**src/rtl/note_lane_scheduler.sv**
```systemverilog
// Note lane scheduler: owns the table of falling notes for the 4-lane play field.
// Spawns notes, advances them once per video frame, retires missed notes,
// arbitrates player strikes and produces a registered per-pixel note overlay flag.
module note_lane_scheduler #(
    parameter int NUM_SLOTS    = 8,
    parameter int LANE_X0      = 120,
    parameter int LANE_WIDTH   = 100,
    parameter int NOTE_H       = 20,
    parameter int SPEED        = 2,
    parameter int HIT_Y        = 400,
    parameter int HIT_WIN      = 16,
    parameter int VIDEO_HEIGHT = 480
) (
    input  logic       clk,
    input  logic       reset,
    input  logic       screen_end,
    input  logic       spawn_valid,
    input  logic [1:0] spawn_lane,
    output logic       spawn_ready,
    input  logic       hit_valid,
    input  logic [1:0] hit_lane,
    output logic       hit_ready,
    output logic       hit_done,
    output logic       hit_good,
    output logic       miss_pulse,
    input  logic [9:0] x,
    input  logic [8:0] y,
    output logic       note_pixel,
    output logic [1:0] note_lane,
    output logic [3:0] live_count
);

    localparam int IDX_W = (NUM_SLOTS > 1) ? $clog2(NUM_SLOTS) : 1;
    localparam logic [IDX_W-1:0] LAST_IDX = IDX_W'(NUM_SLOTS - 1);
    localparam logic signed [10:0] WIN_S = 11'(HIT_WIN);

    typedef enum logic [1:0] {
        IDLE     = 2'd0,
        ADVANCE  = 2'd1,
        HIT_SCAN = 2'd2
    } state_t;

    state_t                 state_q;
    logic [IDX_W-1:0]       idx_q;
    logic [1:0]             hit_lane_q;
    logic [NUM_SLOTS-1:0]   valid_q;
    logic [1:0]             lane_q [NUM_SLOTS];
    logic [9:0]             ytop_q [NUM_SLOTS];
    logic                   screen_end_q;
    logic                   tick_pending_q;
    logic                   tick_pending_d;
    logic                   run_q;
    logic                   hit_done_q;
    logic                   hit_good_q;
    logic                   miss_pulse_q;
    logic                   note_pixel_q;
    logic                   note_pixel_d;
    logic [1:0]             note_lane_q;
    logic [1:0]             note_lane_d;
    logic [3:0]             live_count_q;
    logic [3:0]             live_count_d;

    logic                   tick;
    logic                   enter_adv;
    logic                   free_found;
    logic [IDX_W-1:0]       free_idx;
    logic                   cur_valid;
    logic [1:0]             cur_lane;
    logic [9:0]             cur_ytop;
    logic [9:0]             adv_sum;
    logic                   retire;
    logic signed [10:0]     hit_diff;
    logic                   in_win;
    logic                   last_slot;
    logic [NUM_SLOTS-1:0]   slot_hit;

    // Left pixel edge of a lane, widened so the right edge never wraps.
    function automatic logic [10:0] laneLeft(input logic [1:0] l);
        return 11'(LANE_X0) + 11'(l) * 11'(LANE_WIDTH);
    endfunction

    // A frame tick is the rising edge of the multi-cycle screen_end level; a tick
    // arriving in the same cycle ADVANCE is entered must survive for the next frame.
    assign tick           = screen_end && !screen_end_q;
    assign enter_adv      = (state_q == IDLE) && tick_pending_q;
    assign tick_pending_d = tick || (tick_pending_q && !enter_adv);

    // Handshakes: frame service beats strikes, strikes beat spawns. run_q keeps
    // both readies low while reset is held and for the first cycle after it.
    assign hit_ready   = run_q && (state_q == IDLE) && !tick_pending_q;
    assign spawn_ready = hit_ready && !hit_valid && free_found;

    assign hit_done   = hit_done_q;
    assign hit_good   = hit_good_q;
    assign miss_pulse = miss_pulse_q;
    assign note_pixel = note_pixel_q;
    assign note_lane  = note_lane_q;
    assign live_count = live_count_q;

    // Lowest-index free slot, found by scanning downward so the smallest index wins.
    always_comb begin
        free_found = 1'b0;
        free_idx   = '0;
        for (int i = NUM_SLOTS - 1; i >= 0; i--) begin
            if (!valid_q[i]) begin
                free_found = 1'b1;
                free_idx   = IDX_W'(i);
            end
        end
    end

    // Per-slot arithmetic for whichever slot the sequential scan is visiting.
    always_comb begin
        cur_valid = valid_q[idx_q];
        cur_lane  = lane_q[idx_q];
        cur_ytop  = ytop_q[idx_q];
        adv_sum   = cur_ytop + 10'(SPEED);
        retire    = adv_sum >= 10'(VIDEO_HEIGHT);
        hit_diff  = signed'({1'b0, cur_ytop}) + signed'(11'(NOTE_H / 2)) - signed'(11'(HIT_Y));
        in_win    = (hit_diff <= WIN_S) && (hit_diff >= -WIN_S);
        last_slot = (idx_q == LAST_IDX);
    end

    // Pixel overlap test against every slot; the lowest overlapping slot supplies the lane.
    always_comb begin
        note_pixel_d = 1'b0;
        note_lane_d  = 2'd0;
        for (int i = 0; i < NUM_SLOTS; i++) begin
            slot_hit[i] = valid_q[i]
                       && ({1'b0, x} >= laneLeft(lane_q[i]))
                       && ({1'b0, x} <  laneLeft(lane_q[i]) + 11'(LANE_WIDTH))
                       && ({1'b0, y} >= ytop_q[i])
                       && ({2'b00, y} < {1'b0, ytop_q[i]} + 11'(NOTE_H));
        end
        for (int i = NUM_SLOTS - 1; i >= 0; i--) begin
            if (slot_hit[i]) begin
                note_pixel_d = 1'b1;
                note_lane_d  = lane_q[i];
            end
        end
    end

    // Population count of the slot table, registered to form live_count.
    always_comb begin
        live_count_d = '0;
        for (int i = 0; i < NUM_SLOTS; i++) begin
            live_count_d = live_count_d + 4'(valid_q[i]);
        end
    end

    // Pixel overlay and live count registers, independent of the scheduler FSM.
    always_ff @(posedge clk or posedge reset) begin
        if (reset) begin
            note_pixel_q <= 1'b0;
            note_lane_q  <= 2'd0;
            live_count_q <= 4'd0;
        end else begin
            note_pixel_q <= note_pixel_d;
            note_lane_q  <= note_lane_d;
            live_count_q <= live_count_d;
        end
    end

    // Scheduler FSM: owns the slot table, frame tick tracking and the strike/miss pulses.
    always_ff @(posedge clk or posedge reset) begin
        if (reset) begin
            state_q        <= IDLE;
            idx_q          <= '0;
            hit_lane_q     <= 2'd0;
            valid_q        <= '0;
            screen_end_q   <= 1'b0;
            tick_pending_q <= 1'b0;
            run_q          <= 1'b0;
            hit_done_q     <= 1'b0;
            hit_good_q     <= 1'b0;
            miss_pulse_q   <= 1'b0;
            for (int i = 0; i < NUM_SLOTS; i++) begin
                lane_q[i] <= 2'd0;
                ytop_q[i] <= 10'd0;
            end
        end else begin
            run_q          <= 1'b1;
            screen_end_q   <= screen_end;
            tick_pending_q <= tick_pending_d;
            hit_done_q     <= 1'b0;
            hit_good_q     <= 1'b0;
            miss_pulse_q   <= 1'b0;
            case (state_q)
                IDLE: begin
                    if (tick_pending_q) begin
                        state_q <= ADVANCE;
                        idx_q   <= '0;
                    end else if (hit_valid && hit_ready) begin
                        hit_lane_q <= hit_lane;
                        state_q    <= HIT_SCAN;
                        idx_q      <= '0;
                    end else if (spawn_valid && spawn_ready) begin
                        valid_q[free_idx] <= 1'b1;
                        lane_q[free_idx]  <= spawn_lane;
                        ytop_q[free_idx]  <= 10'd0;
                    end
                end
                ADVANCE: begin
                    if (cur_valid) begin
                        if (retire) begin
                            valid_q[idx_q] <= 1'b0;
                            miss_pulse_q   <= 1'b1;
                        end else begin
                            ytop_q[idx_q] <= adv_sum;
                        end
                    end
                    idx_q <= idx_q + 1'b1;
                    if (last_slot) begin
                        state_q <= IDLE;
                    end
                end
                HIT_SCAN: begin
                    if (cur_valid && (cur_lane == hit_lane_q) && in_win) begin
                        valid_q[idx_q] <= 1'b0;
                        hit_done_q     <= 1'b1;
                        hit_good_q     <= 1'b1;
                        state_q        <= IDLE;
                    end else if (last_slot) begin
                        hit_done_q <= 1'b1;
                        state_q    <= IDLE;
                    end else begin
                        idx_q <= idx_q + 1'b1;
                    end
                end
                default: begin
                    state_q <= IDLE;
                end
            endcase
        end
    end

endmodule

```
**config.mk**
```make
export PLATFORM = sky130hd
export DESIGN_NAME = note_lane_scheduler
export DESIGN_NICKNAME = d
export VERILOG_FILES = /design/src/rtl/note_lane_scheduler.sv
export SDC_FILE = /design/constraint.sdc
export NUM_CORES = 1
export LEC_CHECK = 0
export CORE_MARGIN = 4
export CORE_UTILIZATION = 45
export CTS_CLUSTER_DIAMETER = 100
export CTS_CLUSTER_SIZE = 20
export DETAILED_ROUTE_END_ITERATION = 16
export PLACE_DENSITY = 0.61
export SYNTH_ARGS = -nofsm -noshare
export SYNTH_HDL_FRONTEND = slang
export SYNTH_SLANG_ARGS = --single-unit
```
**constraint.sdc**
```tcl
create_clock -name clk -period 3.3 [get_ports clk]
set_input_delay 0.33 -clock clk [delete_from_list [all_inputs] [get_ports clk]]
set_output_delay 0.33 -clock clk [all_outputs]
set_load 0.05 [all_outputs]
```
# == After elaboration in Yosys (flattened, before gate mapping) ==
# Cells that the tools add are included.
# op_classes
add_sub_neg,35
mul,8
order_cmp,43
eq_ne,14
n_mux,83
bitwise,9
n_reduce_logical,61
# op_table
cell,count
$mux W80,5
$pmux W80 S2,1
$add A10 B5 Y11 const B,8
$add A10 B7 Y11 const B,8
$ge A10 B11 Y1,8
$lt A10 B11 Y1,8
$lt A9 B11 Y1,8
$add A7 B9 Y10 const A,8
$and A80 B80 Y80,1
$bwmux W80,1
$ge A9 B10 Y1,8
$not A80 Y80,1
$demux W10 S3,2
$mul A2 B5 Y7 const B,8
$logic_and A1 B1 Y1,48
$mux W8,6
$mux W10,4
$mux W3,12
$bmux W10 S3,1
$mux W2,15
$mux W1,27
$pmux W8 S3,1
$add A4 B1 Y4,4
$bwmux W16,1
other kinds (41),59
# word_totals
regBits,124
in_bits,28
output_inout_bits,12
word_cells,282

# == Longest topological paths before layout ==
# depth
ltp_word,19
depth_mapped,17
mapped_depth_nobuf,15

# == Worst setup path before layout ==
# OpenSTA, ideal clock, no wires.
# synth_timing
path_type,register to register
startpoint,register state_q[0]
endpoint,register ytop_q[43] (netlist bit)
setup_ns,0.122
arrival_ns,3.652
required_time_ns,3.178
slack_ns,-0.474
stages_incl_launch_ff,14
path_buffers,3
period_less_slack_ns,3.774
path_cell_list,dfrtp_1 > inv_1 > ha_1 > nor2b_1 > nand2_1 > a311oi_1 > nand2_1 > clkbuf_1 > nor3b_1 > a31o_1 > buf_2 > buf_4 > o21ai_2 > a32o_1
# synth_via
elab_chain_cells,8
elab_cells_between_ends,16
cone_classes,6 x eq/ne; 1 x mux; 9 x reduce/logical
# synth_lines
item,line_no,rtl
start: declaration,43,state_t state_q;
start signal: assignment,167,state_q <= IDLE;
start signal: assignment,191,state_q <= ADVANCE;
start signal: assignment,195,state_q <= HIT_SCAN;
$logic_not A2 Y1,90,assign hit_ready = run_q && (state_q == IDLE) && !tick_pending_q;
$logic_and A1 B1 Y1 (2 in series),90,
$logic_and A1 B1 Y1 (2 in series),91,assign spawn_ready = hit_ready && !hit_valid && free_found;
net spawn_ready,19,"output logic spawn_ready,"
$logic_and A1 B1 Y1,197,end else if (spawn_valid && spawn_ready) begin
$ne A2 B1 Y1 (no source line),-,
$reduce_and A6 Y1 (no source line),-,
end signal: indexed assignment,209,ytop_q[idx_q] <= adv_sum;
end: declaration,48,logic [9:0] ytop_q [NUM_SLOTS];
# The timed path passes the listed nets, and every way through them passes these cells.
# A chain may end at the register's enable or synchronous reset.

# == Worst setup path in the final report ==
# layout_timing
startpoint,register lane_q[4] (netlist bit)
endpoint,"register note_lane_q[0], in the netlist note_lane[0]"
# layout_via
elab_chain_cells,13
elab_cells_between_ends,15
cone_classes,2 x add/sub; 1 x mul; 2 x order compare; 6 x mux; 4 x reduce/logical
# layout_lines
item,line_no,rtl
start: declaration,47,logic [1:0] lane_q [NUM_SLOTS];
start signal: indexed assignment,199,lane_q[free_idx] <= spawn_lane;
$mul A2 B5 Y7,79,return 11'(LANE_X0) + 11'(l) * 11'(LANE_WIDTH);
$add A7 B9 Y10,79,
$add A10 B7 Y11 / $ge A10 B11 Y1 (equally long branches),"131, 130",
$lt A10 B11 Y1 / $logic_and A1 B1 Y1 (equally long branches),"131, 130",
$logic_and A1 B1 Y1,131,"&& ({1'b0, x} < laneLeft(lane_q[i]) + 11'(LANE_WIDTH))"
$logic_and A1 B1 Y1,132,"&& ({1'b0, y} >= ytop_q[i])"
$logic_and A1 B1 Y1,133,"&& ({2'b00, y} < {1'b0, ytop_q[i]} + 11'(NOTE_H));"
$mux W2 (*) (6 in series),136,if (slot_hit[i]) begin
net note_lane_d[0],59,logic [1:0] note_lane_d;
end signal: assignment,159,note_lane_q <= note_lane_d;
end: declaration,58,logic [1:0] note_lane_q;
# The timed path passes the listed nets; every way through them passes the cells marked *.

==> reports/results.ini <==
[run_status]
outcome = complete, but fails checks
violations = setup timing

[critical_path]
crit_type = register to register
worst_path_largest_cell_delay_ns = 0.52
crit_buf_inv = 2
end_kind = register
critPathArrivalTime_ns = 3.88
startpoint_type = register
cp.required_ns = 3.64
crit_chain = inv_2 > ha_4 > inv_2 > o21ai_2 > nand2_1 > ha_1 > o21a_1 > o22ai_1 > or4_1 > a21oi_1 > or4b_4 > o21ai_4 > a311oi_2 > or4_1 > a31oi_1
critical_path.top_delay_family = simple AND/OR/NAND/NOR gates
cp_slowest_cell = or4b_4
critical_path.max_fanout = 4

[min_path]
hold_class = primary input to register

[yosys]
synth_flop_cell = dfrtp_1
syn-cell-area_sq_um = 14500
synth.area.top_cells = ha_1 (29%), dfrtp_1 (21%), inv_1 (4.6%)
syn_inst = 1634
synth.top_cell.area_share = 0.291
yosys_warnings = 0
synth-edff-count = 0
synthArstFlopShare = 1.00
yosysTopAreaCell = ha_1
syn_nets = 2004
synth_cell_types = 92
syn_avg_cell_area_sq_um = 8.90
yosysSeqAreaShare = 0.213
ys_seq_elements = 124

[clock_network]
cts_tree = done
clkTransAtPathRegs_ns = 0.07
root_buffer = clkbuf_16
cts_buffers = 17
clk_latency_ns = 0.44
cts.sinks = 124
h-tree-depth = 4
cts_buffer_depth = 2

[timing]
slew_violations = 0
setup_violations = 9
fin_skew_ns = 0.0152
rsz0062_at_grt = true
period_share = 1.07
hold_violations = 0
post-route-min-period_ns = 3.54
finalWorstSetupSlack_ns = -0.237
slew_headroom = 0.419
tightest_slew_ns = 0.865
timing.fmax_ghz = 0.283
setup_tns_ns = -0.835
hold_slack_ns = 0.357

[global_route]
grt_pass1_vias = 13200
grt_pass1_wl_mm = 75.9
grt_use_total = 0.271
grt_overflow = 0
antenna_found_initial = 0
grt_max_degree = 125

[route]
dr.first_iter.drc_count = 1156
vias = 13600
via_per_inst = 5.91
first_pass_iters = 8
wl_mm = 48.9
drc = 0
ant_nets = 0
wl_per_cell_um = 21.2

[final_layout]
final_common_cell = ha_1
n_fill_cell = 2830
final_nets = 2262
layout-area-overhead-vs-synth_pct = 25.7
final_cell_area_sq_um = 18300
final_cell_mix = ha_1 (333), buf_4 (215), inv_1 (173)
finalNonFillerCells = 2307
post-route-util = 0.576
drive_above_1_share = 0.197
n_antenna_cell = 0

[placement]
place_congestion = 0.955
hpwl_mm = 38.4
numPlacedInstances = 2262
numPortBuffers = 39
place_area_sq_um = 17100

[floorplanning]
fp.dieW_um = 188
start_util = 0.458
core_sq_um = 31700
rows = 65
io_pins = 40
die-area_sq_um = 35300
chipHeight_um = 188

[pwr]
peakVddDrop_v = 0.000548
p_leak_nw = 8.62
p_per_area_nw_per_um2 = 708

[flow_run]
maxCapViolCount = 0

metal layers:
layer	track usage	up-vias	wire, um
li1	-	6522	-
met1	0.387	6529	22500
met2	0.432	492	21800
met3	0.0315	90	2990
met4	0.0782	0	1690
met5	0	-	0
registers in the layout, summed over array words and instances, names as in the netlist:
| name | flops |
|---|---|
| hit_done | 1 |
| hit_good | 1 |
| hit_lane_q | 2 |
| idx_q | 3 |
| lane_q | 16 |
| live_count | 4 |
| miss_pulse | 1 |
| note_lane | 2 |
| note_pixel | 1 |
| run_q | 1 |
| screen_end_q | 1 |
| state_q | 2 |
| tick_pending_q | 1 |
| valid_q | 8 |
| ytop_q | 80 |
cell usage after synthesis (all sizes together), types with 27 or more instances:
cell type	count
ha	338
inv	179
nand2	141
o21ai	136
dfrtp	124
a21oi	78
nor2	47
xnor2	41
a21o	31
o21a	31
a22o	27
nor3	27
report_power, final:
group          internal, mW  switching (mW)
Clock                  1.49           0.817
Sequential             1.84           0.386
Combinational          3.69            4.73
through the flow:
step                      worst slack, ns  power, mW
after global routing               -0.330       13.9
final                              -0.237       12.9
after floorplan                    -0.131       7.15
after detailed placement           -0.418       9.93
after global placement             -0.382       9.77
after CTS                          -0.194       12.4
path summary, 6_finish.rpt:
| kind | start | cells past startpoint | slack [ns] | end |
|---|---|---|---|---|
| worst min-delay path | screen_end | 1 | 0.36 | screen_end_q |
| min in group asynchronous | reset | 3 | 0.42 | ytop_q[72] |
| worst max-delay path | lane_q[4] | 15 | -0.24 | note_lane[0] |
| worst max register to register | lane_q[4] | 15 | -0.24 | note_lane[0] |
| max in group asynchronous | reset | 3 | 2.23 | lane_q[5] |
| worst min register to register | screen_end_q | 1 | 0.43 | tick_pending_q |
cells by family after synthesis:
family / synth area share
compound gates: 0.223
xor+xnor: 0.0391
fa+ha+maj: 0.296
buf+inv: 0.0645
flops: 0.213
mux: 0.0333
other cells: 0.000258
simple gates: 0.130
cell type report:
cell class	count	area [sq um]	share of cell area
Multi-Input combinational cell	1292	10900	0.596
Sequential cell	124	3110	0.170
Timing Repair Buffer	278	2390	0.131
Inverter	179	676	0.0370
Tap cell	402	503	0.0275
Clock buffer	20	467	0.0255
Clock inverter	12	231	0.0127
repair_timing:
item / 4_1_cts / 5_1_grt
resized for setup: 25 / 66
hold buffers: 0 / 0
setup endpoints to repair: 72 / 93
pin swaps: 9 / 14
cloned: 0 / 3
setup buffers: 3 / 8
(Power assumes the default switching activity.)
